<file path="src/rtl/onehot_encoder_pipe.sv">
// Registered N-to-log2(N) encoder with strict one-hot or MSB/LSB priority modes,
// valid/ready handshake on both sides and a saturating error counter.
module onehot_encoder_pipe #(
  parameter  int N     = 8,
  parameter  int ERR_W = 8,
  localparam int W     = $clog2(N)
) (
  input  logic             clk,
  input  logic             rst,
  input  logic [1:0]       mode,
  input  logic             in_valid,
  output logic             in_ready,
  input  logic [N-1:0]     in_data,
  output logic             out_valid,
  input  logic             out_ready,
  output logic [W-1:0]     out_code,
  output logic             out_zero,
  output logic             out_multi,
  input  logic             err_clr,
  output logic [ERR_W-1:0] err_count
);

  localparam logic [1:0] MODE_MSB = 2'd1;
  localparam logic [1:0] MODE_LSB = 2'd2;

  logic             accept;
  logic             isZero;
  logic             isMulti;
  logic [W-1:0]     hiIdx;
  logic [W-1:0]     loIdx;
  logic [W-1:0]     code_d;
  logic             errEvent;

  logic             outValid_q;
  logic [W-1:0]     code_q;
  logic             zero_q;
  logic             multi_q;
  logic [ERR_W-1:0] errCount_q;
  logic [ERR_W-1:0] errCount_d;

  assign in_ready = !outValid_q || out_ready;
  assign accept   = in_valid && in_ready;

  always_comb begin
    hiIdx = '0;
    for (int i = 0; i < N; i++) begin
      if (in_data[i]) hiIdx = W'(i);
    end
  end

  always_comb begin
    loIdx = '0;
    for (int i = N - 1; i >= 0; i--) begin
      if (in_data[i]) loIdx = W'(i);
    end
  end

  // Clearing the lowest set bit leaves something behind only when two or more bits were set.
  assign isZero  = (in_data == '0);
  assign isMulti = |(in_data & (in_data - N'(1)));

  // Reserved mode 3 falls into the strict branch; an all-zero vector yields code 0 everywhere.
  always_comb begin
    code_d   = '0;
    errEvent = isZero || isMulti;
    case (mode)
      MODE_MSB: begin
        code_d   = hiIdx;
        errEvent = isZero;
      end
      MODE_LSB: begin
        code_d   = loIdx;
        errEvent = isZero;
      end
      default: begin
        if (!isZero && !isMulti) code_d = hiIdx;
      end
    endcase
  end

  always_ff @(posedge clk or posedge rst) begin
    if (rst) begin
      outValid_q <= 1'b0;
      code_q     <= '0;
      zero_q     <= 1'b0;
      multi_q    <= 1'b0;
    end else if (accept) begin
      outValid_q <= 1'b1;
      code_q     <= code_d;
      zero_q     <= isZero;
      multi_q    <= isMulti;
    end else if (out_ready) begin
      outValid_q <= 1'b0;
    end
  end

  // A clear wins over a same-cycle error; the counter sticks at all-ones.
  always_comb begin
    errCount_d = errCount_q;
    if (err_clr) begin
      errCount_d = '0;
    end else if (accept && errEvent && (errCount_q != '1)) begin
      errCount_d = errCount_q + ERR_W'(1);
    end
  end

  always_ff @(posedge clk or posedge rst) begin
    if (rst) errCount_q <= '0;
    else     errCount_q <= errCount_d;
  end

  assign out_valid = outValid_q;
  assign out_code  = code_q;
  assign out_zero  = zero_q;
  assign out_multi = multi_q;
  assign err_count = errCount_q;

endmodule

</file>
<file path="config.mk">
export PLATFORM = sky130hd
export DESIGN_NAME = onehot_encoder_pipe
export DESIGN_NICKNAME = d
export VERILOG_FILES = /design/src/rtl/onehot_encoder_pipe.sv
export SDC_FILE = /design/constraint.sdc
export NUM_CORES = 1
export LEC_CHECK = 0
export ABC_CLOCK_PERIOD_IN_PS = 4600
export BUFFER_PORTS_ARGS = -buffer_cell sky130_fd_sc_hd__buf_2
export CAP_MARGIN = 10
export CORE_MARGIN = 4
export CORE_UTILIZATION = 40
export DETAILED_ROUTE_END_ITERATION = 8
export GPL_ROUTABILITY_DRIVEN = 0
export PLACE_DENSITY_LB_ADDON = 0.08
export SLEW_MARGIN = 20
export SYNTH_ARGS = -nofsm -noshare
export SYNTH_HDL_FRONTEND = slang
export SYNTH_SLANG_ARGS = --single-unit
</file>
<file path="constraint.sdc">
create_clock -name clk -period 4.6 [get_ports clk]
set_input_delay 0.23 -clock clk [delete_from_list [all_inputs] [get_ports clk]]
set_output_delay 0.23 -clock clk [all_outputs]
set_load 0.03 [all_outputs]
</file>
=== Word-level counts from Yosys, hierarchy flattened ===
Index checks and enable logic that the tools add are counted.

* Reductions and logical operators: 14
* Multiply operators: 0
* Equality and inequality tests: 3
* Shift-type cells: 0
* Add/subtract/negate cells: 2
* Multiplexer cells: 22
* Divide/modulo/power cells: 0
* Magnitude comparators: 0
* Bitwise operators: 1

{| class="wikitable"
|+ Operators by type and width
! kind !! number
|-
| 3-bit 2-to-1 mux || 15
|-
| 8-bit 2-to-1 mux || 2
|-
| 8-bit by 1-bit adder with 8-bit output (second input constant) || 1
|-
| 8-bit bitwise AND || 1
|-
| 8-bit logical NOT || 1
|-
| 8-bit != test (second input constant) || 1
|-
| 8-bit OR reduction || 1
|-
| 8-bit by 1-bit subtractor with 8-bit output (second input constant) || 1
|-
| 3-bit one-hot mux with 2 select lines || 1
|-
| 1-bit logical AND || 4
|-
| 1-bit 2-to-1 mux || 4
|-
| 2-bit nonzero test || 2
|-
| 1-bit logical NOT || 3
|-
| 2-bit by 1-bit equality test with 1-bit output (second input constant) || 1
|-
| 2-bit equality test (second input constant) || 1
|-
| 1-bit logical OR || 2
|-
| 2-bit OR reduction || 1
|}

* Memory bits (read-only): 0
* Memories kept: 0
* Input port bits: 15
* Word-level logic and storage cells: 47
* Bits in writable memories: 0
* Register bits after elaboration: 14
* Output and inout bits: 15
* Bits in latches: 0

=== Depth between registers and ports, before layout ===
Gate-level depths: netlist of the first run.

* Word-level depth: 9
* Depth in mapped cells: 6
* Gate-level depth less buffers: 6

=== Least setup slack after synthesis of the first run ===
OpenSTA, ideal clock, no wires.

* Path kind: register to register
* From: register outValid_q, in the netlist out_valid
* To: register errCount_q[2], in the netlist err_count[2]
* Period minus slack after synthesis: 1.978 ns
* Setup slack: 2.622 ns
* Setup time: 0.128 ns
* Data required time: 4.472 ns
* Data arrival time: 1.850 ns
* Buffers on the path: 0
* Stages on the path, launching flop included: 6
* Cell sequence: dfrtp_1 > or2b_2 > and2_0 > o21ai_4 > nor4b_1 > mux2_1

* Cells in the longest elaborated chain, start to end: 6

{| class="wikitable"
|+ RTL lines
! element !! line !! RTL
|-
| from (decl) || 34 || <nowiki>logic outValid_q;</nowiki>
|-
| from (signal assigned) || 83 || <nowiki>outValid_q <= 1'b0;</nowiki>
|-
| from (signal assigned) || 88 || <nowiki>outValid_q <= 1'b1;</nowiki>
|-
| from (signal assigned) || 93 || <nowiki>outValid_q <= 1'b0;</nowiki>
|-
| 1-bit logical NOT || 41 || <nowiki>assign in_ready = !outValid_q || out_ready;</nowiki>
|-
| 1-bit logical OR || 41 ||
|-
| net in_ready || 12 || <nowiki>output logic in_ready,</nowiki>
|-
| 1-bit logical AND || 42 || <nowiki>assign accept = in_valid && in_ready;</nowiki>
|-
| 1-bit logical AND (2 in a row) || 102 || <nowiki>end else if (accept && errEvent && (errCount_q != '1)) begin</nowiki>
|-
| 2-bit nonzero test (no source line) || - ||
|-
| to (signal assigned) || 109 || <nowiki>else errCount_q <= errCount_d;</nowiki>
|-
| to (decl) || 38 || <nowiki>logic [ERR_W-1:0] errCount_q;</nowiki>
|}

The timed path passes the listed nets, and every way through them passes these cells.
A chain may end at the register's enable or synchronous reset.

=== Worst setup path after layout of the first run ===
* From: input port in_data[2]
* To: register errCount_q[5], in the netlist err_count[5]

* Cells in the longest elaborated chain, start to end: 8
* Elaborated cells on any way between the ends: 9
* Those cells by class: 1 x add/sub; 1 x mux; 1 x bitwise; 6 x reduce/logical

{| class="wikitable"
|+ RTL lines
! element !! line !! RTL
|-
| from (decl) || 13 || <nowiki>input logic [N-1:0] in_data,</nowiki>
|-
| 8-bit by 1-bit subtractor with 8-bit output || 60 || <nowiki>assign isMulti = |(in_data & (in_data - N'(1)));</nowiki>
|-
| 8-bit bitwise AND || 60 ||
|-
| 8-bit OR reduction || 60 ||
|-
| 1-bit logical OR || 65 || <nowiki>errEvent = isZero || isMulti;</nowiki>
|-
| 1-bit 2-to-1 mux * || 66 || <nowiki>case (mode)</nowiki>
|-
| 1-bit logical AND * (2 in a row) || 102 ||
|-
| 2-bit nonzero test (no source line) * || - ||
|}

Every way passes the cells marked *; elsewhere a longest branch is shown, timed or not.

==> flow_metrics.env, run 1 <==
export IMPL_dieArea_um2=3537
export IMPL_grt_max_degree=16
export IMPL_m1WireLength_mm=1.012
export IMPL_grt_pass1_vias=929
export IMPL_powerDensity_nw_per_um2=235.3
export IMPL_fin_skew_ns=0.009795
export IMPL_hp_class="in2reg"
export IMPL_nNetsFinal=172
export IMPL_post_route_period_util_pct=41.84
export IMPL_clock_latency_ns=0.28
export IMPL_initialDrtViolationCount=47
export IMPL_dp_hpwl_mm=1.935
export IMPL_synthArstFlopShare_pct=100.0
export IMPL_boundaryPins=30
export IMPL_antenna_found_initial=0
export IMPL_antenna_cells=0
export IMPL_syn_to_final_growth_pct=20.31
export IMPL_wl_mm=2.389
export IMPL_tritoncts="done"
export IMPL_grt_usage_pct=15.02
export IMPL_hold_viol_final=0
export IMPL_synthFlopType="dfrtp_1"
export IMPL_die_x_um=59.47
export IMPL_final_util_pct=51.00
export IMPL_crit_chain="buf_2 -> nor2_1 -> xor2_1 -> o311ai_2 -> a21oi_4 -> nor4b_1 -> mux2_1"
export IMPL_first_pass_iters=4
export IMPL_max_vdd_ir_drop_uv=198.3
export IMPL_clock_sinks=14
export IMPL_die_h_um=59.47
export IMPL_num_rows=18
export IMPL_worstMarginPinSlew_ns=0.5604
export IMPL_grt_pass1_wl_mm=4.050
export IMPL_fillers=242
export IMPL_vias=1004
export IMPL_top_layer="met4"
export IMPL_start_util_pct=42.39
export IMPL_min_period_ns=1.925
export IMPL_synth_edf_count=0
export IMPL_cp_slowest_stage_delay_ns=0.39
export IMPL_maxCapViolCount=0
export IMPL_cts_htree_levels=1
export IMPL_layout_commonest_cell="buf_2"
export IMPL_critPathArrivalTime_ns=2.10
export IMPL_post_drt_wl_per_cell_um=13.05
export IMPL_ys_seq_elements=14
export IMPL_cts_clk_slew_worst_paths_ns=0.09
export IMPL_worstSetupPathType="in2reg"
export IMPL_max_slew_margin_pct=62.35
export IMPL_status="finished clean"
export IMPL_cp_slowest_cell="nor4b_1"
export IMPL_netlist_cell_type_count=41
export IMPL_drtAntennaViolNets=0
export IMPL_avgViaCountPerCell=5.486
export IMPL_crit_fanout=9
export IMPL_drc=0
export IMPL_seq_area_frac_synth_pct=33.06
export IMPL_ys_warn_count=0
export IMPL_core_area_um2=2500
export IMPL_drv_slew=0
export IMPL_netlist_area_um2=1060
export IMPL_fin_setup_tns_ns=0
export IMPL_layout_common_cells="29 x buf_2, 16 x nor2_1, 14 x dfrtp_1"
export IMPL_fmax_ghz=0.5196
export IMPL_clk_path_buf_depth=2
export IMPL_finalSetupViolCount=0
export IMPL_required_ns=4.77
export IMPL_syn_nets=138
export IMPL_startpoint_type="input pin"
export IMPL_rsz0062_at_grt="no"
export IMPL_synth_cells=120
export IMPL_gr_total_overflow=0
export IMPL_met2WireLength_mm=1.204
export IMPL_port_buffers=29
export IMPL_endpoint_kind="register"
export IMPL_route_met3_wl_um=139
export IMPL_p_leak_nw=0.6033
export IMPL_drive_gt1_share_pct=28.76
export IMPL_cts_root_buf="clkbuf_4"
export IMPL_cts_buffers=3
export IMPL_postSynthAreaPerCell_um2=8.831
[logic make-up (layout without fill, tap and decap cells)]
logic type               Yosys count  after routing  share of synthesized area [%]
AND/OR/NAND/NOR                   52             52                          27.27
XOR/XNOR                           2              2                          1.653
multiplexers                       7              7                          7.320
adder cells (fa/ha/maj)            3              3                          3.542
flip-flops                        14             14                          33.06
AO/OA/AOI/OAI                     32             32                          22.67
buffers and inverters             10             43                          4.486
[state kept, by name, indices dropped and copies added, names as in the netlist]
register / cells
out_valid: 1
out_zero: 1
out_code: 3
err_count: 8
out_multi: 1
[through the flow]
stage          instance area (um2)  hold WS [ns]  cells  setup slack [ns]  total power, mW
6_report                      1275        0.1701    183             2.675           0.3000
5_1_grt                       1275        0.1831    183             2.460           0.3194
4_1_cts                       1275        0.1672    183             2.622           0.3040
3_5_place_dp                  1229        0.3019    178             2.335           0.2142
3_3_place_gp                  1229        0.3064    178             2.397           0.2130
2_1_floorplan                 1060        0.1192    120             2.622           0.1876
[power by group]
part / internal, mW / leakage [nW] / switching (mW)
combinational: 0.0258 / 0.398 / 0.0518
sequential: 0.130 / 0.184 / 0.00425
clock: 0.0481 / 0.0210 / 0.0403
[final timing paths]
path	endpoint	startpoint	cells after the start	slack, ns
max reg2reg	err_count[4]$_DFFE_PP0P_	out_valid$_DFFE_PP0P_	5	2.69
min reg2reg	out_multi$_DFFE_PP0P_	out_multi$_DFFE_PP0P_	2	0.48
max in group asynchronous	out_code[2]$_DFFE_PP0P_	rst	3	3.72
max	err_count[5]$_DFFE_PP0P_	in_data[2]	7	2.68
min	out_valid$_DFFE_PP0P_	in_valid	2	0.17
min in group asynchronous	err_count[1]$_DFFE_PP0P_	rst	3	0.52
[area by class of cell]
class	count	area, um2	share of cell area, %
Clock buffer	4	36.28	2.846
Inverter	9	33.78	2.650
Multi-Input combinational cell	96	661.9	51.91
Sequential cell	14	350.3	27.48
Tap cell	30	37.54	2.944
Timing Repair Buffer	30	155.1	12.17
[synthesized netlist by cell type (3+ instances only)]
master | n | share of area, %
a21oi_1 | 7 | 3.3
dfrtp_1 | 14 | 33
ha_1 | 3 | 3.5
inv_1 | 9 | 3.2
mux2_1 | 6 | 6.4
nand2_1 | 11 | 3.9
nand2b_1 | 3 | 1.8
nand3_1 | 3 | 1.4
nor2_1 | 16 | 5.7
nor2b_1 | 4 | 2.4
o21ai_0 | 3 | 1.4
o21ai_1 | 3 | 1.4
o31ai_1 | 4 | 2.8
[metal layers]
metal  up-vias  global-route usage, %
li1        501                      -
met2        23                  27.15
met5         -                      0
met3         5                  4.575
met4         0                  4.854
met1       475                  16.49
[worst max-delay path: cells and delay by family]
| kind | cells | cell delay, ns |
|---|---|---|
| XOR/XNOR | 1 | 0.13 |
| AND/OR/NAND/NOR | 2 | 0.73 |
| multiplexers | 1 | 0.35 |
| buffers and inverters | 1 | 0.13 |
| AO/OA/AOI/OAI | 2 | 0.52 |
[repair_timing]
item,CTS,global route
hold endpoints to repair,14,0
setup buffers,0,0
hold buffers,1,0
endpoints found under the setup margin,0,0
gates resized for setup,0,0
(Power assumes the default switching activity.)
==> run 2: changes to the inputs <==
Settings changed: ABC_CLOCK_PERIOD_IN_PS 4600 to 1800.
Clock period 4.6 ns to 1.8 ns, I/O delays scaled along.
==> flow_metrics.env, run 2 (synthesis gave the netlist of run 1 again) <==
export IMPL_endpoint_kind="register"
export IMPL_fillers=234
export IMPL_boundaryPins=30
export IMPL_drtAntennaViolNets=0
export IMPL_hold_viol_final=0
export IMPL_fin_ws_ns=0.09808
export IMPL_port_buffers=29
export IMPL_wl_mm=2.636
export IMPL_fin_skew_ns=0.002584
export IMPL_start_util_pct=42.39
export IMPL_cts_clk_slew_worst_paths_ns=0.09
export IMPL_core_area_um2=2500
export IMPL_required_ns=1.98
export IMPL_design_area_um2=1420
export IMPL_gr_total_overflow=0
export IMPL_powerDensity_nw_per_um2=533.7
export IMPL_clock_sinks=14
export IMPL_first_pass_iters=4
export IMPL_maxCapViolCount=0
export IMPL_drive_gt1_share_pct=38.46
export IMPL_crit_fanout=8
export IMPL_worstSetupPathType="in2reg"
export IMPL_final_cell_count_no_fill=199
export IMPL_grt_max_degree=16
export IMPL_finalSetupViolCount=0
export IMPL_place_worst_setup_slack_ns=-0.2500
export IMPL_clock_latency_ns=0.28
export IMPL_fmax_ghz=0.5876
export IMPL_p_leak_nw=0.6940
export IMPL_critPathArrivalTime_ns=1.88
export IMPL_rsz0062_at_grt="yes"
export IMPL_dp_hpwl_mm=2.084
export IMPL_grt_usage_pct=16.34
export IMPL_min_from="in_valid"
export IMPL_die_x_um=59.47
export IMPL_post_drt_wl_per_cell_um=13.25
export IMPL_drv_slew=0
export IMPL_rr_startpoint="out_valid$_DFFE_PP0P_"
export IMPL_reg2reg_depth=6
export IMPL_vias=1051
export IMPL_tritoncts="done"
export IMPL_placed_area_um2=1351
export IMPL_r2r_end="err_count[6]$_DFFE_PP0P_"
export IMPL_max_vdd_ir_drop_uv=422.7
export IMPL_regToRegSetupSlack_ns=0.13
export IMPL_fin_setup_tns_ns=0
export IMPL_largest_register_ffs=8
export IMPL_whs_path_depth=2
export IMPL_die_h_um=59.47
export IMPL_cts_buffers=3
export IMPL_drc=0
export IMPL_hp_class="in2reg"
export IMPL_place_inst=193
export IMPL_max_slew_margin_pct=62.16
export IMPL_layout_common_cells="29 x buf_2, 16 x nor2_1, 16 x buf_4"
export IMPL_initialDrtViolationCount=65
export IMPL_clk_path_buf_depth=2
export IMPL_status="finished clean"
export IMPL_worstMarginPinSlew_ns=0.5670
export IMPL_final_util_pct=56.81
export IMPL_whs_endpoint="out_valid$_DFFE_PP0P_"
export IMPL_cts_root_buf="clkbuf_4"
export IMPL_post_route_period_util_pct=94.55
export IMPL_num_rows=18
export IMPL_dieArea_um2=3537
export IMPL_antenna_found_initial=0
export IMPL_cts_htree_levels=1
export IMPL_layout_commonest_cell="buf_2"
export IMPL_min_period_ns=1.702
export IMPL_nNetsFinal=188
export IMPL_avgViaCountPerCell=5.281
export IMPL_grt_pass1_wl_mm=4.464
export IMPL_antenna_cells=0
export IMPL_syn_to_final_growth_pct=34.00
export IMPL_grt_pass1_vias=1036
export IMPL_startpoint_type="input pin"
run 2: cell type report:
class,instances,area [um2],share of cell area (%)
Multi-Input combinational cell,96,695.7,48.99
Sequential cell,14,351.6,24.76
Timing Repair Buffer,46,275.3,19.38
Tap cell,30,37.54,2.643
Inverter,9,33.78,2.379
Clock buffer,4,26.28,1.850
run 2: worst max-delay path, cell delays in order:
cell	delay, ns
buf_2	0.11
buf_4	0.15
nor2_1	0.16
xor2_1	0.10
o311ai_2	0.39
a21oi_4	0.16
buf_4	0.16
o31a_1	0.29
a311oi_1	0.27
run 2: worst max-delay path by stage:
stage / start / endpoint / cells after the start
finish: in_data[4] / err_count[6]$_DFFE_PP0P_ / 9
CTS: in_data[4] / err_count[5]$_DFFE_PP0P_ / 7
global route: in_data[4] / err_count[6]$_DFFE_PP0P_ / 9
global placement: in_data[4] / err_count[2]$_DFFE_PP0P_ / 7
floorplan: out_valid$_DFFE_PP0P_ / err_count[2]$_DFFE_PP0P_ / 5
detailed placement: in_data[4] / err_count[5]$_DFFE_PP0P_ / 7
run 2: power breakdown:
group / leakage [nW] / internal, mW / switching [mW]
sequential: 0.183 / 0.332 / 0.00917
combinational: 0.496 / 0.0866 / 0.142
clock: 0.0150 / 0.0859 / 0.103
run 2: metrics by stage:
step	total power [mW]	hold WS, ns
4_1_cts	0.7664	0.03357
5_1_grt	0.8045	0.05343
3_5_place_dp	0.5717	0.1644
6_report	0.7580	0.03291
2_1_floorplan	0.4814	-0.02085
3_3_place_gp	0.5682	0.1541
run 2: what timing repair did:
action | in CTS | in global routing
resized for setup | 0 | 4
hold endpoints to repair | 14 | 0
setup endpoints to repair | 0 | 3
buffers inserted | 0 | 1
hold buffers | 1 | 0
run 2: metal layers:
metal	track usage [%]	part of all wire (%)
met1	22.13	50
met2	26.05	44
met3	3.922	4.6
met4	3.883	0.53
met5	0	0
==> run 3: changes to the inputs <==
==> constraint.sdc (replaced) <==
create_clock -name clk -period 1.8 [get_ports clk]
set_input_delay 0.18 -clock clk [delete_from_list [all_inputs] [get_ports clk]]
set_output_delay 0.18 -clock clk [all_outputs]
set_load 0.03 [all_outputs]
==> flow_metrics.env, run 3 (synthesis gave the netlist of run 1 again) <==
export IMPL_initialDrtViolationCount=24
export IMPL_min_period_ns=1.755
export IMPL_rr_startpoint="err_count[1]$_DFFE_PP0P_"
export IMPL_hp_class="in2reg"
export IMPL_grt_pass1_wl_mm=4.491
export IMPL_place_inst=194
export IMPL_die_h_um=59.47
export IMPL_cp_startpoint="in_data[4]"
export IMPL_nNetsFinal=191
export IMPL_finalSetupViolCount=0
export IMPL_grt_max_degree=16
export IMPL_dp_hpwl_mm=2.127
export IMPL_cp_slowest_stage_delay_ns=0.56
export IMPL_boundaryPins=30
export IMPL_first_pass_iters=2
export IMPL_dieArea_um2=3537
export IMPL_drc=0
export IMPL_antenna_found_initial=0
export IMPL_maxCapViolCount=0
export IMPL_status="finished clean"
export IMPL_critPathArrivalTime_ns=1.92
export IMPL_post_route_period_util_pct=97.51
export IMPL_cts_root_buf="clkbuf_4"
export IMPL_tritoncts="done"
export IMPL_drtAntennaViolNets=0
export IMPL_num_rows=18
export IMPL_crit_fanout=8
export IMPL_cts_buffers=3
export IMPL_max_slew_margin_pct=62.79
export IMPL_design_area_um2=1495
export IMPL_largest_register_ffs=8
export IMPL_die_x_um=59.47
export IMPL_syn_to_final_growth_pct=41.09
export IMPL_gr_total_overflow=0
export IMPL_clock_sinks=14
export IMPL_final_util_pct=59.81
export IMPL_drv_slew=0
export IMPL_final_cell_count_no_fill=202
export IMPL_antenna_cells=0
export IMPL_whs_path_depth=2
export IMPL_cts_htree_levels=1
export IMPL_startpoint_type="input pin"
export IMPL_powerDensity_nw_per_um2=543.2
export IMPL_min_from="in_valid"
export IMPL_vias=1068
export IMPL_clk_path_buf_depth=2
export IMPL_cts_clk_slew_worst_paths_ns=0.09
export IMPL_grt_usage_pct=16.47
export IMPL_grt_pass1_vias=1067
export IMPL_wl_mm=2.689
export IMPL_core_area_um2=2500
export IMPL_placed_area_um2=1385
export IMPL_reg2reg_depth=6
export IMPL_worstSetupPathType="in2reg"
export IMPL_crit_chain="buf_6 -> or4_4 -> nor3_4 -> and2_4 -> o21ai_4 -> nor4b_2 -> mux2_1"
export IMPL_layout_common_cells="27 x buf_2, 17 x buf_4, 15 x nor2_1"
export IMPL_endpoint_kind="register"
export IMPL_fin_skew_ns=0.001011
export IMPL_post_drt_wl_per_cell_um=13.31
export IMPL_max_vdd_ir_drop_uv=417.5
export IMPL_cp_slowest_cell="or4_4"
export IMPL_layout_commonest_cell="buf_2"
export IMPL_p_leak_nw=0.7205
export IMPL_port_buffers=29
export IMPL_hold_viol_final=0
export IMPL_start_util_pct=42.39
export IMPL_clock_latency_ns=0.28
export IMPL_fmax_ghz=0.5698
export IMPL_fin_setup_tns_ns=0
export IMPL_drive_gt1_share_pct=42.44
export IMPL_avgViaCountPerCell=5.287
export IMPL_worstMarginPinSlew_ns=0.5576
export IMPL_required_ns=1.97
export IMPL_hold_ws_ns=0.1208
==> run 3: cell type report <==
type / instances / area [um2]
repair buffers: 48 / 315.3
well taps: 30 / 37.54
clock buffers: 4 / 36.28
fillers: 229 / 1005
multi-input cells: 97 / 721.9
flip-flops and latches: 14 / 350.3
inverters: 9 / 33.78
==> run 3: final timing paths <==
check | slack, ns | to
setup / recovery | 0.04 | err_count[5]$_DFFE_PP0P_
hold / removal | 0.12 | out_valid$_DFFE_PP0P_
setup reg to reg | 0.10 | err_count[5]$_DFFE_PP0P_
hold reg to reg | 0.47 | out_zero$_DFFE_PP0P_
max in group asynchronous | 0.94 | out_valid$_DFFE_PP0P_
min in group asynchronous | 0.49 | err_count[4]$_DFFE_PP0P_
==> run 3: what timing repair did <==
| item | CTS | global route |
|---|---|---|
| resized for setup | 0 | 8 |
| endpoints found under the hold margin | 14 | 0 |
| hold buffers | 1 | 0 |
| buffers inserted | 0 | 2 |
| endpoints found under the setup margin | 0 | 8 |
==> run 3: per-stage QoR <==
| stage | setup slack (ns) | power [mW] |
|---|---|---|
| 3_3_place_gp | -0.2360 | 0.5756 |
| 5_1_grt | -0.005685 | 0.8601 |
| 4_1_cts | 0.001723 | 0.8144 |
| 2_1_floorplan | -0.02942 | 0.4828 |
| 6_report | 0.04488 | 0.8121 |
| 3_5_place_dp | -0.2940 | 0.5808 |
==> run 3: worst max-delay path, delay by kind of cell <==
kind | cells | cell delay, ns
AND/OR/NAND/NOR | 4 | 1.18
AO/OA/AOI/OAI | 1 | 0.10
multiplexers | 1 | 0.36
buffers and inverters | 1 | 0.10
==> run 3: metal layers <==
metal / global-route usage, % / part of all wire (%) / vias to the layer above
met4: 2.913 / 0.71 / 0
met3: 3.704 / 4.1 / 2
li1: - / - / 544
met2: 30.89 / 52 / 19
met5: 0 / 0 / -
met1: 18.93 / 43 / 503
==> run 3: report_power, final <==
| group | total [mW] | switching (mW) | leakage (nW) | internal [mW] |
|---|---|---|---|---|
| Combinational | 0.240 | 0.145 | 0.516 | 0.0943 |
| Clock | 0.232 | 0.109 | 0.0210 | 0.123 |
| Sequential | 0.341 | 0.00923 | 0.184 | 0.331 |
| Total | 0.812 | 0.263 | 0.720 | 0.549 |
